**config.mk**
```make
export PLATFORM = sky130hd
export DESIGN_NAME = addsub_pipe
export DESIGN_NICKNAME = d
export VERILOG_FILES = /design/src/rtl/addsub_pipe.sv
export SDC_FILE = /design/constraint.sdc
export NUM_CORES = 1
export LEC_CHECK = 0
export BUFFER_PORTS_ARGS = -buffer_cell sky130_fd_sc_hd__buf_4
export CORE_MARGIN = 1.5
export CORE_UTILIZATION = 40
export CTS_CLUSTER_SIZE = 10
export DETAILED_ROUTE_END_ITERATION = 16
export PLACE_DENSITY = 0.63
export SLEW_MARGIN = 20
export SYNTH_ARGS = -nofsm -noshare
export SYNTH_HDL_FRONTEND = slang
export SYNTH_SLANG_ARGS = --single-unit
```
**constraint.sdc**
```tcl
create_clock -name clk -period 2.6 [get_ports clk]
set_clock_uncertainty 0.15 [all_clocks]
set_input_delay 0.26 -clock clk [delete_from_list [all_inputs] [get_ports clk]]
set_output_delay 0.26 -clock clk [all_outputs]
set_load 0.005 [all_outputs]
```
**src/rtl/addsub_pipe.sv**
```systemverilog
// Pipelined add/subtract unit: the carry chain is cut into STAGES segments of WIDTH/STAGES bits each.
// Latency is STAGES cycles from accept to out_valid. Throughput is one operation per cycle.
// Backpressure uses one global advance, adv = ~out_valid | out_ready. When adv=0 every stage holds, and in_ready = adv.
//
// Ports:
//   clk, rst_n                      clock (rising edge) and asynchronous active-low reset
//   in_valid/in_ready               operation handshake
//   in_a, in_b                      operands
//   in_sub/in_signed/in_sat         mode bits: subtract, signed overflow rules, saturate
//   out_valid/out_ready             result handshake
//   out_sum, out_cout, out_ov       result (saturated if requested), raw carry out, overflow flag
module addsub_pipe #(
  parameter int WIDTH  = 32,
  parameter int STAGES = 4
) (
  input  logic             clk,
  input  logic             rst_n,
  input  logic             in_valid,
  output logic             in_ready,
  input  logic [WIDTH-1:0] in_a,
  input  logic [WIDTH-1:0] in_b,
  input  logic             in_sub,
  input  logic             in_signed,
  input  logic             in_sat,
  output logic             out_valid,
  input  logic             out_ready,
  output logic [WIDTH-1:0] out_sum,
  output logic             out_cout,
  output logic             out_ov
);

  localparam int SEG  = WIDTH / STAGES;
  localparam int LAST = STAGES - 1;

  // Per-stage pipeline registers. Stage k holds the operands (B already
  // conditioned for subtract), the sum bits resolved so far, the carry out
  // of its segment and the mode bits that travel with the operation.
  logic [STAGES-1:0] vld_q, sub_q, sgn_q, sat_q, cy_q;
  logic [WIDTH-1:0]  a_q   [STAGES];
  logic [WIDTH-1:0]  b_q   [STAGES];
  logic [WIDTH-1:0]  sum_q [STAGES];
  logic              cmsb_q;   // carry into the MSB, captured by the final stage

  logic [STAGES-1:0] nx_vld, nx_sub, nx_sgn, nx_sat, nx_cy;
  logic [WIDTH-1:0]  nx_a   [STAGES];
  logic [WIDTH-1:0]  nx_b   [STAGES];
  logic [WIDTH-1:0]  nx_sum [STAGES];
  logic              nx_cmsb;

  logic              adv;

  // Scratch values for the segment being evaluated.
  logic [WIDTH-1:0]  ta, tb, ts;
  logic              tc;
  logic [SEG-1:0]    gg, pp;
  logic [SEG:0]      c;
  logic              grp_g, grp_p;
  int                km1;

  assign adv      = ~vld_q[LAST] | out_ready;
  assign in_ready = adv;

  always_comb begin
    nx_vld  = '0;
    nx_sub  = '0;
    nx_sgn  = '0;
    nx_sat  = '0;
    nx_cy   = '0;
    nx_cmsb = 1'b0;
    ta      = '0;
    tb      = '0;
    ts      = '0;
    tc      = 1'b0;
    gg      = '0;
    pp      = '0;
    c       = '0;
    grp_g   = 1'b0;
    grp_p   = 1'b1;
    km1     = 0;
    for (int k = 0; k < STAGES; k++) begin
      nx_a[k]   = '0;
      nx_b[k]   = '0;
      nx_sum[k] = '0;
    end

    for (int k = 0; k < STAGES; k++) begin
      km1 = (k > 0) ? k - 1 : 0;
      if (k == 0) begin
        // Subtract is A + ~B + 1. The +1 enters as the chain's carry-in.
        ta        = in_a;
        tb        = in_b ^ {WIDTH{in_sub}};
        ts        = '0;
        tc        = in_sub;
        nx_vld[k] = in_valid;
        nx_sub[k] = in_sub;
        nx_sgn[k] = in_signed;
        nx_sat[k] = in_sat;
      end else begin
        ta        = a_q[km1];
        tb        = b_q[km1];
        ts        = sum_q[km1];
        tc        = cy_q[km1];
        nx_vld[k] = vld_q[km1];
        nx_sub[k] = sub_q[km1];
        nx_sgn[k] = sgn_q[km1];
        nx_sat[k] = sat_q[km1];
      end

      // Segment lookahead. The running group generate/propagate for bits
      // [i:0] gives every carry directly from the segment carry-in.
      gg    = ta[k*SEG +: SEG] & tb[k*SEG +: SEG];
      pp    = ta[k*SEG +: SEG] ^ tb[k*SEG +: SEG];
      grp_g = 1'b0;
      grp_p = 1'b1;
      c[0]  = tc;
      for (int i = 0; i < SEG; i++) begin
        grp_g  = gg[i] | (pp[i] & grp_g);
        grp_p  = pp[i] & grp_p;
        c[i+1] = grp_g | (grp_p & tc);
      end
      ts[k*SEG +: SEG] = pp ^ c[SEG-1:0];

      nx_a[k]   = ta;
      nx_b[k]   = tb;
      nx_sum[k] = ts;
      nx_cy[k]  = c[SEG];
      if (k == LAST) begin
        nx_cmsb = c[SEG-1];
      end
    end
  end

  always_ff @(posedge clk or negedge rst_n) begin
    if (!rst_n) begin
      vld_q  <= '0;
      sub_q  <= '0;
      sgn_q  <= '0;
      sat_q  <= '0;
      cy_q   <= '0;
      cmsb_q <= 1'b0;
      for (int k = 0; k < STAGES; k++) begin
        a_q[k]   <= '0;
        b_q[k]   <= '0;
        sum_q[k] <= '0;
      end
    end else if (adv) begin
      vld_q  <= nx_vld;
      sub_q  <= nx_sub;
      sgn_q  <= nx_sgn;
      sat_q  <= nx_sat;
      cy_q   <= nx_cy;
      cmsb_q <= nx_cmsb;
      for (int k = 0; k < STAGES; k++) begin
        a_q[k]   <= nx_a[k];
        b_q[k]   <= nx_b[k];
        sum_q[k] <= nx_sum[k];
      end
    end
  end

  // Overflow and saturation are computed from the final registers, so the
  // outputs hold naturally while the pipeline is stalled. The reset values
  // of these registers also give the required all-zero outputs.
  logic             fin_cout, fin_ov, fin_sub, fin_sgn, fin_sat, a_msb;
  logic [WIDTH-1:0] sat_val;

  always_comb begin
    fin_cout = cy_q[LAST];
    fin_sub  = sub_q[LAST];
    fin_sgn  = sgn_q[LAST];
    fin_sat  = sat_q[LAST];
    a_msb    = a_q[LAST][WIDTH-1];
    if (fin_sgn) begin
      fin_ov = fin_cout ^ cmsb_q;
    end else begin
      // An unsigned subtract borrows when there is no carry out.
      fin_ov = fin_sub ? ~fin_cout : fin_cout;
    end
    if (fin_sgn) begin
      // A signed overflow always has the sign of A, so clamp toward that side.
      sat_val = a_msb ? {1'b1, {(WIDTH-1){1'b0}}} : {1'b0, {(WIDTH-1){1'b1}}};
    end else begin
      sat_val = fin_sub ? {WIDTH{1'b0}} : {WIDTH{1'b1}};
    end
  end

  assign out_valid = vld_q[LAST];
  assign out_cout  = fin_cout;
  assign out_ov    = fin_ov;
  assign out_sum   = (fin_sat && fin_ov) ? sat_val : sum_q[LAST];

endmodule

```
==> flow_metrics.tcl <==
set metrics [dict create \
    criticalPathCategory "flop to output port" \
    peakVddDrop_v 0.000477 \
    p_per_area_nw_per_um2 1210 \
    synth_area_leader_cell "dfrtp_1" \
    synth_seq_area_share_pct 54.8 \
    hold_depth 3 \
    die-height_um 153 \
    ioPinCount 107 \
    root_buffer "clkbuf_16" \
    gr-total-overflow 0 \
    cp.arrival_ps 2120 \
    vias 6684 \
    hold_end "b_q[126]" \
    hp-class "primary input to flop" \
    routedWlPerCell_um 13.0 \
    finalCriticalPeriod_ps 2530 \
    worstPathRequired_ps 2190 \
    grt_pass1_vias 6428 \
    setup_viol_count_final 0 \
    r2r_slack_ps 510 \
    synth_adder_area_share_pct 5.09 \
    fmax_ghz 0.395 \
    fillCellCount 2113 \
    grt_pass1_wl_mm 31.4 \
    synth-seq-cells 198 \
    num_rows 54 \
    dr.pass1.iters 4 \
    grtUsageTotal_pct 16.6 \
    syn2layout_area_growth_pct 25.9 \
    r2r_end "cy_q[3]" \
    synth_cell_type_count 38 \
    synth_compound_area_share_pct 9.99 \
    slew_viol_final 0 \
    syn_nets 1108 \
    place_ws_ps 252 \
    cts.sinks 198 \
    antenna_found_initial 0 \
    synthCells 1002 \
    r2r-start "ta[24]" \
    io_buffers 106 \
    clk_latency_ps 430 \
    place.gp.congestion 0.836 \
    reg2regPathDepth 7 \
    wirelength_mm 18.7 \
    antenna_cells 0 \
    die_x_um 153 \
    synthXorXnorAreaFrac_pct 5.60 \
    core_um2 22000 \
    start_util_pct 41.1 \
    finalHoldViolCount 0 \
    grt_max_degree 226 \
    power_uw 13800 \
    setup_slack_ps 66.6 \
    synth_simple_gate_area_share_pct 21.7 \
    cts_buffers 17 \
    synth_area_um2 9050 \
    drt_iter0_markers 357 \
    synth.area.mux_share_pct 0.221 \
    worst_pin_slew_ps 1030 \
    cts_max_level 4 \
    start_kind "flop" \
    drv_cap 0 \
    end_kind "output port" \
    clk_pin_slew_worst_paths_ps 70 \
    hp-start "in_b[30]" \
    clockBufferDepth 2 \
    ys_top_cells_by_area "dfrtp_1 55%, nand2_1 19%, ha_1 4.4%" \
    status "finished clean" \
    synth_top_area_share_pct 54.8 \
    leakage_uw 0.00583 \
    hpwl_mm 12.0 \
    drc 0 \
    slew-limit-headroom_pct 31.5 \
    ant_nets 0 \
    dieArea_um2 23500 \
    fin_nets 1250 \
    viasPerCell 4.65 \
    synth_top_family_by_area "simple AND/OR/NAND/NOR gates" \
    ys.warnings.count 0 \
    avgSynthCellArea_um2 9.03 \
    fin_crit_sh_pct 97.4 \
    tritoncts "built" \
    drive_gt1_share_pct 14.2 \
    critPathMaxFanout 11 \
]
## timing repair
action,4_1_cts,5_1_grt
hold buffers,51,0
cloned,0,1
resized for setup,5,2
buffers inserted,0,4
endpoints found under the setup margin,31,31
pin swaps,0,2
endpoints found under the hold margin,120,0
## worst max-delay path, cell delays in order, from the launching register on
cell,delay (ps)
dfrtp_2,400
mux2i_2,270
xnor2_2,170
nand2_4,90
a211oi_4,260
buf_12,160
clkbuf_16,150
a21o_1,90
buf_4,100
## metal layers
layer	global-route usage (%)	up-vias	routed length, um
li1	-	3508	-
met1	24.1	3058	9610
met2	25.0	96	8330
met3	3.01	22	447
met4	6.20	0	329
met5	0	-	0
## cells in the mapped netlist
| library cell | number |
|---|---|
| a21oi_1 | 28 |
| nor3_1 | 7 |
| nand4_1 | 4 |
| xor2_1 | 21 |
| buf_6 | 3 |
| o41ai_1 | 1 |
| nand3_1 | 1 |
| o21ai_0 | 35 |
| a311oi_1 | 1 |
| xnor2_2 | 1 |
| a211oi_4 | 1 |
| inv_2 | 1 |
| a21o_1 | 37 |
| o31ai_1 | 4 |
| dfrtp_1 | 198 |
| o21a_1 | 9 |
| ha_1 | 32 |
| nand2_2 | 1 |
| o211ai_1 | 2 |
| xnor2_1 | 35 |
| or3_1 | 2 |
| nor2_1 | 28 |
| nand2_1 | 463 |
| a31oi_1 | 4 |
| buf_2 | 5 |
| mux2i_1 | 2 |
| inv_1 | 1 |
| o22ai_1 | 2 |
| buf_1 | 5 |
| a211oi_1 | 4 |
| fa_1 | 3 |
| nand2b_1 | 1 |
| nor2b_1 | 4 |
| clkbuf_1 | 40 |
| o21bai_1 | 2 |
| o221a_1 | 2 |
| o21ai_1 | 11 |
| nor3b_1 | 1 |
## where the power goes
part	total, uW	internal, uW	leakage, uW	switching [uW]
logic	5690	2760	0.00312	2930
registers	5260	4460	0.00239	806
clock network	2860	1630	0.000319	1230
total	13800	8850	0.00583	4960
## placed cells by master, fill, tap and decap left out, types with 2 or more instances in the layout
cell / n
o221a_1: 2
clkbuf_16: 18
nand4_1: 4
ha_1: 32
buf_12: 6
o21bai_1: 2
a21oi_1: 28
nor2b_1: 3
a31oi_1: 4
buf_4: 116
o21ai_0: 35
o211ai_1: 2
a21o_1: 37
inv_6: 7
a211oi_1: 4
clkbuf_8: 4
o21a_1: 9
inv_8: 3
fa_1: 3
nand2_1: 463
dlygate4sd3_1: 51
o22ai_1: 2
nor2_1: 28
o21ai_1: 11
xnor2_1: 35
nor3_1: 7
dfrtp_1: 197
o31ai_1: 4
xor2_1: 21
or3_1: 2
bufinv_16: 3
## cells by family (layout without fill, tap and decap cells)
logic type	Yosys count	in the layout
AND/OR/NAND/NOR	512	512
adder cells (fa/ha/maj)	35	35
buffers and inverters	55	210
flip-flops	198	198
AO/OA/AOI/OAI	143	143
multiplexers	2	2
XOR/XNOR	57	57
## worst max path at each step
stage | startpoint | end | slack [ps]
global route | sgn_q[3] | out_sum[19] | -30
finish | sgn_q[3] | out_sum[17] | 70
floorplan | in_sub | nx_sum[71] | 240
CTS | sgn_q[3] | out_sum[16] | 7
detailed placement | in_sub | nx_sum[71] | 250
global placement | in_sub | nx_sum[71] | 280
## area by class of cell
cell class              count  area [um2]  area share [%]
clock inverters            12         176            1.55
inverters                   2        12.5           0.110
repair buffers            176        1550            13.6
clock buffers              20         467            4.10
multi-input cells         749        3870            34.0
well taps                 280         350            3.08
flip-flops and latches    198        4960            43.5
## through the flow
step	std cells	area (um2)	util [%]	hold slack [ps]	TNS (ps)
after floorplan	1002	9050	-	-186	0
after global routing	1437	11400	51.7	32.7	-538
final	1437	11400	51.7	23.7	0
after global placement	1349	10100	46.0	179	0
after CTS	1432	11300	51.3	5.89	0
after detailed placement	1349	10100	46.0	176	0
## flip-flops by register name, indices dropped and copies added (netlist names)
signal,flops
sgn_q,4
tb,8
ta,8
a_q,40
sub_q,4
cy_q,4
nx_sum,48
sat_q,4
cmsb_q,1
vld_q,4
sum_q,32
b_q,40
a_msb,1
Power figures use the tool's default switching activity.
